`config.mk`:
```
export PLATFORM = sky130hd
export DESIGN_NAME = acc_matmul_core
export DESIGN_NICKNAME = d
export VERILOG_FILES = /design/src/rtl/acc_matmul_core.sv
export SDC_FILE = /design/constraint.sdc
export NUM_CORES = 1
export LEC_CHECK = 0
export ABC_CLOCK_PERIOD_IN_PS = 6270
export CORE_MARGIN = 2
export CORE_UTILIZATION = 57
export CTS_CLUSTER_DIAMETER = 120
export DETAILED_ROUTE_END_ITERATION = 8
export PLACE_DENSITY = 0.91
export SYNTH_ARGS = -nofsm -noshare
export SYNTH_HDL_FRONTEND = slang
export SYNTH_SLANG_ARGS = --single-unit
```
`constraint.sdc`:
```
create_clock -name clk -period 6.27 [get_ports clk]
set_input_delay 1.5675 -clock clk [delete_from_list [all_inputs] [get_ports clk]]
set_output_delay 1.5675 -clock clk [all_outputs]
set_load 0.01 [all_outputs]
```
`src/rtl/acc_matmul_core.sv`:
```
// -----------------------------------------------------------------------------
// acc_matmul_core
//
// Purpose:
//   Sequential unsigned 8-bit matrix multiplier, C = A x B, for DIM x DIM
//   matrices held in external byte stores. One multiply-accumulate is issued
//   per clock. Each C element takes DIM+2 cycles: DIM RUN cycles issuing the
//   A/B reads, one DRAIN cycle to fold in the last product, and one WRITE
//   cycle that stores the result, saturated to 255.
//
// Ports:
//   clk      in   1   system clock, rising edge
//   rst_n    in   1   synchronous active-low reset
//   start    in   1   level; sampled only in IDLE
//   busy     out  1   high in RUN, DRAIN, WRITE and FIN
//   done     out  1   one-cycle completion pulse (FIN state)
//   a_addr   out  AW  A read address, A[i][k] at i*DIM+k (0 outside RUN)
//   a_rdata  in   8   A byte, valid one cycle after a_addr
//   b_addr   out  AW  B read address, B[k][j] at k*DIM+j (0 outside RUN)
//   b_rdata  in   8   B byte, valid one cycle after b_addr
//   c_we     out  1   C write strobe (WRITE state only)
//   c_addr   out  AW  C write address, C[i][j] at i*DIM+j
//   c_wdata  out  8   saturated C byte
// -----------------------------------------------------------------------------
module acc_matmul_core #(
    parameter int DIM = 32,
    parameter int AW  = 2 * $clog2(DIM)
) (
    input  logic          clk,
    input  logic          rst_n,
    input  logic          start,
    output logic          busy,
    output logic          done,
    output logic [AW-1:0] a_addr,
    input  logic [7:0]    a_rdata,
    output logic [AW-1:0] b_addr,
    input  logic [7:0]    b_rdata,
    output logic          c_we,
    output logic [AW-1:0] c_addr,
    output logic [7:0]    c_wdata
);

    localparam int LW   = $clog2(DIM);
    // DIM products of at most 255*255 each: 16 bits plus log2(DIM) headroom.
    localparam int ACCW = 16 + LW;
    localparam logic [LW-1:0] LAST = LW'(DIM - 1);

    typedef enum logic [2:0] {
        IDLE  = 3'd0,
        RUN   = 3'd1,
        DRAIN = 3'd2,
        WRITE = 3'd3,
        FIN   = 3'd4
    } state_t;

    state_t          state;
    state_t          state_nxt;
    logic [LW-1:0]   i_q;
    logic [LW-1:0]   j_q;
    logic [LW-1:0]   k_q;
    logic [ACCW-1:0] acc;
    // High when the read data arriving this cycle belongs to an address pair
    // issued in the previous cycle (i.e. the previous state was RUN).
    logic            prod_vld;
    logic [15:0]     prod;
    logic [7:0]      acc_sat;

    assign prod    = 16'(a_rdata) * 16'(b_rdata);
    assign acc_sat = (acc > ACCW'(255)) ? 8'hFF : acc[7:0];

    // ------------------------------------------------------------------
    // State register
    // ------------------------------------------------------------------
    always_ff @(posedge clk) begin
        if (!rst_n) begin
            state <= IDLE;
        end else begin
            state <= state_nxt;
        end
    end

    // ------------------------------------------------------------------
    // Next-state logic
    // ------------------------------------------------------------------
    always_comb begin
        state_nxt = state;
        case (state)
            IDLE:    if (start) state_nxt = RUN;
            RUN:     if (k_q == LAST) state_nxt = DRAIN;
            DRAIN:   state_nxt = WRITE;
            WRITE:   state_nxt = (i_q == LAST && j_q == LAST) ? FIN : RUN;
            FIN:     state_nxt = IDLE;
            default: state_nxt = IDLE;
        endcase
    end

    // ------------------------------------------------------------------
    // Index counters and accumulator
    // ------------------------------------------------------------------
    always_ff @(posedge clk) begin
        if (!rst_n) begin
            i_q      <= '0;
            j_q      <= '0;
            k_q      <= '0;
            acc      <= '0;
            prod_vld <= 1'b0;
        end else begin
            prod_vld <= (state == RUN);
            case (state)
                IDLE: begin
                    if (start) begin
                        i_q <= '0;
                        j_q <= '0;
                        k_q <= '0;
                        acc <= '0;
                    end
                end
                RUN: begin
                    // k wraps back to 0 after the last issue, ready for the
                    // next element.
                    k_q <= k_q + LW'(1);
                    if (prod_vld) acc <= acc + ACCW'(prod);
                end
                DRAIN: begin
                    // Last product (k = DIM-1) lands here.
                    acc <= acc + ACCW'(prod);
                end
                WRITE: begin
                    acc <= '0;
                    k_q <= '0;
                    j_q <= j_q + LW'(1);
                    if (j_q == LAST) i_q <= i_q + LW'(1);
                end
                default: ;
            endcase
        end
    end

    // ------------------------------------------------------------------
    // Outputs. Gated by rst_n so every output reads 0 while reset is held,
    // even before the reset edge has moved the FSM to IDLE. With DIM a
    // power of two, i*DIM+k is just the concatenation {i, k}.
    // ------------------------------------------------------------------
    always_comb begin
        busy    = 1'b0;
        done    = 1'b0;
        c_we    = 1'b0;
        a_addr  = '0;
        b_addr  = '0;
        c_addr  = '0;
        c_wdata = '0;
        if (rst_n) begin
            busy = (state != IDLE);
            done = (state == FIN);
            if (state == RUN) begin
                a_addr = {i_q, k_q};
                b_addr = {k_q, j_q};
            end
            if (state == WRITE) begin
                c_we    = 1'b1;
                c_addr  = {i_q, j_q};
                c_wdata = acc_sat;
            end
        end
    end

endmodule
```
Word level (Yosys, flattened, before mapping):

Index checks and enable logic that the tools add are counted.

* add/subtract/negate cells: 4
* multipliers: 1
* magnitude comparators: 1
* eq/ne operators: 11
* multiplexer cells: 25
* reductions and logical operators: 11

Operator list (number)
* $pmux W21 S4: 1
* $mux W10: 6
* $mux W21: 2
* $mux W8: 3
* $add A21 B16 Y21: 1
* $gt A21 B8 Y1 const B: 1
* $pmux W5 S2: 2
* $mul A8 B8 Y16: 1
* $add A5 B1 Y5 const B: 3
* $eq A5 B5 Y1 const B: 3
* $pmux W5 S3: 1
* $pmux W3 S4: 1
* $mux W5: 2
* $mux W3: 3
* $ne A2 B2 Y1 const B: 4
* $eq A3 B2 Y1 const B: 2
* $reduce_and A2 Y1: 3
* $reduce_and A3 Y1: 2
* $reduce_bool A3 Y1: 2
* $mux W1: 4
* $reduce_bool A4 Y1: 1
* $eq A3 B1 Y1 const B: 1
* $eq A3 B3 Y1 const B: 1
* $logic_not A3 Y1: 1
* 2 further kinds: 2

* register bits after elaboration: 40
* word-level logic and storage cells: 59

Logic depth before layout (Yosys ltp):

Gate-level depths: netlist of the first run.

* depth after elaboration: 4
* mapped depth: 17

Worst setup path before layout of the first run:

No wires, ideal clock.

* kind: input to register
* start point: input port b_rdata[1]
* end point: register acc[15]
* data arrival time: 5397 ps
* data required time: 6153 ps
* path slack: 757 ps
* stages: 16
* cells stage by stage: clkbuf_1 -> nand2_1 -> fa_1 -> inv_1 -> fa_1 -> inv_1 -> fa_1 -> fa_1 -> inv_1 -> ha_1 -> nand2_1 -> o211a_1 -> o21ai_0 -> a21boi_0 -> xnor2_1 -> a22o_1

* cells in the longest elaborated chain, start to end: 4

RTL lines
* start: declaration: RTL line 37 `input logic [7:0] b_rdata,`
* $mul A8 B8 Y16 *: RTL line 68 `assign prod = 16'(a_rdata) * 16'(b_rdata);`
* $add A21 B16 Y21 *: RTL line 122, 126
* $mux W21: RTL line 122 `if (prod_vld) acc <= acc + ACCW'(prod);`
* $pmux W21 S4 *: RTL line 109 `case (state)`
* end signal: assignment: RTL line 122
* end signal: assignment: RTL line 126 `acc <= acc + ACCW'(prod);`
* end: declaration: RTL line 61 `logic [ACCW-1:0] acc;`

Mark *: on every way between the ends. The rest lies on a longest branch, timed or not. The select of a mux whose other input is x is not followed.
A chain may end at the register's enable or synchronous reset.

Worst setup path after layout of the first run:

* start point: input port b_rdata[4]
* end point: register acc[17]

The elaborated chain is that of the path after synthesis.

==> results of run 1 <==
## cells by family (layout without fill, tap and decap cells)
family,Yosys count,in the layout,synth area share (%)
compound gates,81,81,12.0
xor+xnor,11,11,2.02
fa+ha+maj,97,97,33.4
buf+inv,122,177,10.5
mux,4,4,0.972
simple gates,223,223,24.2
flops,40,40,16.8
## critical path: cells and delay by family
kind,cells,cell delay (ns)
compound gates,4,0.72
xor+xnor,1,0.15
fa+ha+maj,5,2.49
buf+inv,5,0.99
simple gates,2,0.40
## sequential cells by signal, summed over array words and instances (netlist names)
name / count
acc: 21
k_q: 5
prod_vld: 1
j_q: 5
state: 3
i_q: 5
## power groups by stage
stage	registers [W]	clock network (W)	logic (W)
2_1_floorplan	0.000286	0	0.000654
3_3_place_gp	0.000291	0	0.000827
3_5_place_dp	0.000292	0	0.000865
4_1_cts	0.000287	0.000230	0.000877
5_1_grt	0.000289	0.000239	0.00101
6_report	0.000287	0.000229	0.000886
## path summary, 6_finish.rpt
path | cells after the start | end | slack (ns) | start
setup / recovery | 17 | acc[17] | 0.16 | b_rdata[4]
hold / removal | 2 | i_q[4] | 0.50 | i_q[4]
setup reg to reg | 16 | acc[17] | 1.84 | acc[6]
hold reg to reg | 2 | i_q[4] | 0.50 | i_q[4]
## metal layers
layer	part of all wire [%]	global-route usage [%]
met5	0	0
met4	2.2	8.93
met3	5.9	4.27
met2	51	45.8
met1	41	31.5
## area by class of cell
type                    instances  area [sq um]
clock buffers                   6          82.6
clock inverters                 2          38.8
fillers                       628          2620
inverters                     100           375
multi-input cells             416          3460
flip-flops and latches         40           801
well taps                     105           131
repair buffers                 69           666
## Yosys cell counts, types with 6 or more instances
cell,instances
nor3_1,7
nand3_1,18
buf_4,6
inv_1,100
and3_1,9
nor2_1,42
o21ai_0,14
ha_1,47
dfxtp_1,40
nand2_1,58
and2_1,61
xor2_1,6
clkbuf_1,9
fa_1,50
a22oi_1,10
a21o_1,6
a21oi_1,20
## layout by cell type, fill, tap and decap left out, types with 3 or more instances in the layout
| cell | count |
|---|---|
| a22oi_1 | 10 |
| ha_1 | 47 |
| xnor2_1 | 5 |
| dfxtp_1 | 40 |
| inv_1 | 100 |
| nor2_1 | 42 |
| a211oi_1 | 4 |
| o21ai_0 | 14 |
| a21o_1 | 6 |
| or3_1 | 4 |
| a21oi_1 | 20 |
| fa_1 | 50 |
| nor3_1 | 7 |
| nand3_1 | 18 |
| o21a_1 | 3 |
| and3_1 | 9 |
| nand2_1 | 58 |
| a31oi_1 | 3 |
| buf_4 | 10 |
| clkbuf_8 | 6 |
| and2_1 | 61 |
| clkdlybuf4s50_1 | 59 |
| xor2_1 | 6 |
| nand4_1 | 5 |
## stage by stage
step	setup TNS (ns)	util [%]	area (sq um)
6_report	0	68.0	5560
5_1_grt	0	68.0	5560
4_1_cts	0	68.0	5560
3_5_place_dp	-0.0608	66.5	5440
3_3_place_gp	0	66.5	5440
2_1_floorplan	0	-	4760
==> results.sh, run 1 <==
export IMPL_insertedDiodeCount=0
export IMPL_final_nets=748
export IMPL_place_detailed_hpwl_um=8760
export IMPL_gp_congestion=0.841
export IMPL_cp_common_cell="fa_1"
export IMPL_core_area_sq_um=8180
export IMPL_post_cts_repair_setup_buffers=0
export IMPL_hold_class="reg2reg"
export IMPL_rsz0062_at_grt="no"
export IMPL_setup_slack_ns=0.157
export IMPL_setup_viol=0
export IMPL_maxCapViolCount=0
export IMPL_hold_buffers=0
export IMPL_cp_slowest_stage_delay_ns=0.64
export IMPL_yosys_warnings=0
export IMPL_vias=4178
export IMPL_viasPerCell=5.66
export IMPL_syn_avg_cell_area_sq_um=8.24
export IMPL_dpl_cell_count=730
export IMPL_grt_max_degree=17
export IMPL_drc=0
export IMPL_yosys_most_used_dff="dfxtp_1"
export IMPL_die_y_um=95.4
export IMPL_rows=33
export IMPL_yosysTopAreaCell="fa_1"
export IMPL_cts_buffer_depth=2
export IMPL_grt_pass1_vias=4142
export IMPL_power_switching_w=0.000632
export IMPL_stdcell_count=738
export IMPL_critPathKind="in2reg"
export IMPL_ios=60
export IMPL_detail_route_antenna_nets=0
export IMPL_drt_iter0_drc=264
export IMPL_synth_top_area_share_pct=21.0
export IMPL_clkSinkCount=40
export IMPL_fin_crit_sh_pct=97.5
export IMPL_critical_path_arrival_ns=6.32
export IMPL_p_per_area_nw_per_um2=252
export IMPL_cp_max_fo=8
export IMPL_irDropWorstVdd_v=0.000149
export IMPL_first_pass_iters=6
export IMPL_clockRootBuffer="clkbuf_8"
export IMPL_syn_inst=578
export IMPL_antenna_found_initial=0
export IMPL_synth_distinct_cells=60
export IMPL_cts_tree="done"
export IMPL_tightest_slew_ns=0.823
export IMPL_preCtsSetupSlack_ns=-0.0237
export IMPL_io_buffer_count=59
export IMPL_critPathRequiredTime_ns=6.48
export IMPL_wl_per_cell_um=14.8
export IMPL_critPathLaunchType="input pin"
export IMPL_synth_edf_count=0
export IMPL_swShare_pct=45.1
export IMPL_p_clk_share_pct=16.3
export IMPL_synth_top_cells_by_area="fa_1, dfxtp_1, ha_1"
export IMPL_post_cts_resized=0
export IMPL_track_usage_pct=25.7
export IMPL_power_leakage_nw=2.67
export IMPL_fin_crit_ns=6.11
export IMPL_wl_um=10900
export IMPL_area_growth_synth_to_final_pct=16.8
export IMPL_start_util_pct=58.2
export IMPL_grt_pass1_wl_um=18700
export IMPL_synthArstFlopShare_pct=0
export IMPL_report_final_slew_viol_count=0
export IMPL_syn_num_nets=694
export IMPL_dieArea_sq_um=9100
export IMPL_endpoint_kind="register"
export IMPL_syn_area_sq_um=4760
export IMPL_power_w=0.00140
export IMPL_skew_ns=0.0104
export IMPL_clock_fmax_mhz=164
export IMPL_slowest_stage="clkdlybuf4s50_1"
export IMPL_drive_above_1_share_pct=5.21
export IMPL_cts_buffers=5
export IMPL_cts_max_level=2
export IMPL_ys_seq_area_share_pct=16.8
export IMPL_clkTransAtPathRegs_ns=0.08
export IMPL_die_w_um=95.4
export IMPL_cp_cell_sequence="clkdlybuf4s50_1 -> nand2_1 -> fa_1 -> inv_1 -> fa_1 -> fa_1 -> inv_1 -> fa_1 -> inv_1 -> ha_1 -> and4_1 -> o21ai_0 -> o21ai_0 -> buf_4 -> o22ai_1 -> xor2_1 -> o21ai_0"
export IMPL_grt_ovfl_total=0
export IMPL_pwr_share_seq_pct=20.5
export IMPL_max_slew_margin_pct=44.4
export IMPL_ys_ff_latch=40
export IMPL_power_frac_comb_pct=63.2
export IMPL_insertion_delay_ns=0.30
export IMPL_internal_power_w=0.000769
export IMPL_status="complete, no violations"
export IMPL_timing_hold_ws_ns=0.497
export IMPL_finalHoldViolCount=0
(Power assumes the default switching activity.)
==> inputs of run 2 (changes only) <==
--- a/config.mk
+++ b/config.mk
@@ -11,6 +11,7 @@
 export CTS_CLUSTER_DIAMETER = 120
 export DETAILED_ROUTE_END_ITERATION = 8
 export PLACE_DENSITY = 0.91
+export SLEW_MARGIN = 20
 export SYNTH_ARGS = -nofsm -noshare
 export SYNTH_HDL_FRONTEND = slang
 export SYNTH_SLANG_ARGS = --single-unit
==> results of run 2 <==
Final layout, timing and power as in run 1 (identical DEF).
==> inputs of run 3 (changes only) <==
--- a/config.mk
+++ b/config.mk
@@ -10,7 +10,7 @@
 export CORE_UTILIZATION = 57
 export CTS_CLUSTER_DIAMETER = 120
 export DETAILED_ROUTE_END_ITERATION = 8
-export PLACE_DENSITY = 0.91
+export PLACE_DENSITY = 0.82
 export SLEW_MARGIN = 20
 export SYNTH_ARGS = -nofsm -noshare
 export SYNTH_HDL_FRONTEND = slang
==> run 3 against run 2 <==
Effect of this change: global-route usage fell by 0.64 points; combinational power grew 2.5%; sequential cell count unchanged; maximum frequency increased by 2.5%; highest routed layer unchanged.
==> results.sh, run 3 (synthesized netlist as in run 1, its figures left out) <==
export IMPL_post_cts_resized=0
export IMPL_p_clk_share_pct=15.1
export IMPL_critPathLaunchType="input pin"
export IMPL_fin_crit_ns=5.96
export IMPL_drc=0
export IMPL_antenna_found_initial=0
export IMPL_clock_fmax_mhz=168
export IMPL_irDropWorstVdd_v=0.000161
export IMPL_critPathRequiredTime_ns=6.50
export IMPL_skew_ns=0.00448
export IMPL_endpoint_kind="register"
export IMPL_fin_crit_sh_pct=95.1
export IMPL_final_nets=750
export IMPL_report_final_slew_viol_count=0
export IMPL_cts_max_level=2
export IMPL_cp_cell_sequence="clkdlybuf4s50_1 -> nand2_1 -> fa_1 -> inv_1 -> fa_1 -> fa_1 -> inv_1 -> fa_1 -> inv_1 -> ha_1 -> a21o_1 -> a21o_1 -> a21o_1 -> a32oi_2 -> buf_4 -> or4_1 -> nand3_1"
export IMPL_power_leakage_nw=2.67
export IMPL_cp_common_cell="fa_1"
export IMPL_vias=4044
export IMPL_detail_route_antenna_nets=0
export IMPL_grt_pass1_vias=4061
export IMPL_wl_um=10600
export IMPL_swShare_pct=44.9
export IMPL_drt_iter0_drc=192
export IMPL_preCtsSetupSlack_ns=-0.161
export IMPL_die_y_um=95.4
export IMPL_area_growth_synth_to_final_pct=17.0
export IMPL_ios=60
export IMPL_cts_buffer_depth=2
export IMPL_internal_power_w=0.000775
export IMPL_slowest_stage="clkdlybuf4s50_1"
export IMPL_wl_per_cell_um=14.3
export IMPL_drive_above_1_share_pct=5.67
export IMPL_gp_congestion=0.839
export IMPL_layout_common_cells="inv_1, and2_1, clkdlybuf4s50_1"
export IMPL_finalInstanceArea_sq_um=5570
export IMPL_grt_pass1_wl_um=18400
export IMPL_largest_register="acc"
export IMPL_hold_class="reg2reg"
export IMPL_maxCapViolCount=0
export IMPL_path_delay_family="adder cells"
export IMPL_utilization_pct=68.1
export IMPL_rsz0062_at_grt="no"
export IMPL_setup_slack_ns=0.307
export IMPL_power_switching_w=0.000632
export IMPL_clkTransAtPathRegs_ns=0.08
export IMPL_cts_tree="done"
export IMPL_fillers=669
export IMPL_p_per_area_nw_per_um2=253
export IMPL_cts_buffers=5
export IMPL_dpl_cell_area_sq_um=5450
export IMPL_largest_reg_flops=21
export IMPL_critPathKind="in2reg"
export IMPL_power_frac_comb_pct=64.5
export IMPL_tightest_slew_ns=0.598
export IMPL_dieArea_sq_um=9100
export IMPL_first_pass_iters=4
export IMPL_track_usage_pct=25.1
export IMPL_post_cts_repair_setup_buffers=0
export IMPL_finalHoldViolCount=0
export IMPL_viasPerCell=5.46
export IMPL_io_buffer_count=59
export IMPL_insertion_delay_ns=0.29
export IMPL_cp_slowest_stage_delay_ns=0.65
export IMPL_critical_path_arrival_ns=6.20
export IMPL_grt_max_degree=17
export IMPL_grt_ovfl_total=0
export IMPL_max_slew_margin_pct=59.6
export IMPL_rows=33
export IMPL_pwr_share_seq_pct=20.4
export IMPL_power_w=0.00141
export IMPL_final_common_cell="inv_1"
export IMPL_core_area_sq_um=8180
export IMPL_cp_max_fo=8
export IMPL_path_buf_inv=5
export IMPL_hold_buffers=0
export IMPL_clkSinkCount=40
export IMPL_insertedDiodeCount=0
export IMPL_setup_viol=0
export IMPL_die_w_um=95.4
export IMPL_start_util_pct=58.2
export IMPL_clockRootBuffer="clkbuf_8"
export IMPL_status="complete, no violations"
export IMPL_place_detailed_hpwl_um=8570
-- run 3: cell types whose count changed in the layout (fill, tap and decap cells not counted) --
cell,before,now
clkinv_4,1,0
o21ai_0,14,13
buf_4,10,12
o21ai_2,1,2
clkinvlp_4,0,1
clkbuf_8,6,5
clkinv_2,0,1
-- run 3: cell type report --
| type | count | area [sq um] | share of cell area [%] |
|---|---|---|---|
| Multi-Input combinational cell | 416 | 3470 | 62.3 |
| Clock inverter | 3 | 42.5 | 0.764 |
| Tap cell | 105 | 131 | 2.36 |
| Timing Repair Buffer | 71 | 681 | 12.2 |
| Sequential cell | 40 | 801 | 14.4 |
| Clock buffer | 5 | 68.8 | 1.24 |
| Inverter | 100 | 375 | 6.74 |
-- run 3: power by group through the flow --
stage          clock (W)  sequential [W]  combinational [W]
5_1_grt         0.000227        0.000289            0.00103
4_1_cts         0.000217        0.000286           0.000898
3_5_place_dp           0        0.000292           0.000881
2_1_floorplan          0        0.000286           0.000654
6_report        0.000212        0.000287           0.000908
3_3_place_gp           0        0.000291           0.000861
-- run 3: final timing paths --
| check | start | end | slack [ns] | cells after the start |
|---|---|---|---|---|
| hold / removal | i_q[4] | i_q[4] | 0.50 | 2 |
| hold reg to reg | i_q[4] | i_q[4] | 0.50 | 2 |
| setup / recovery | a_rdata[5] | acc[18] | 0.31 | 17 |
| setup reg to reg | acc[6] | acc[18] | 2.02 | 15 |
-- run 3: worst reg2reg max path, stage by stage (launching register included) --
cell and delay (ns):
dfxtp_1 0.37, inv_1 0.08, fa_1 0.53, inv_1 0.06
fa_1 0.51, inv_1 0.05, fa_1 0.48, fa_1 0.56
inv_1 0.04, ha_1 0.32, nand2_1 0.11, o21ai_2 0.22
a32oi_2 0.14, buf_4 0.18, or4_1 0.46, nand3_1 0.10
-- run 3: routing by layer --
layer  global-route usage [%]  part of all wire, %
met1                     31.8                   44
met2                     44.3                   49
met5                        0                    0
met4                     7.74                  2.4
met3                     3.56                  4.2
-- run 3: stage by stage --
step / instances / hold WS, ns / setup TNS, ns
after global routing: 740 / 0.528 / 0
final: 740 / 0.500 / 0
after CTS: 740 / 0.502 / 0
after detailed placement: 732 / 0.491 / -0.225
after global placement: 732 / 0.472 / 0
after floorplan: 578 / 0.447 / 0
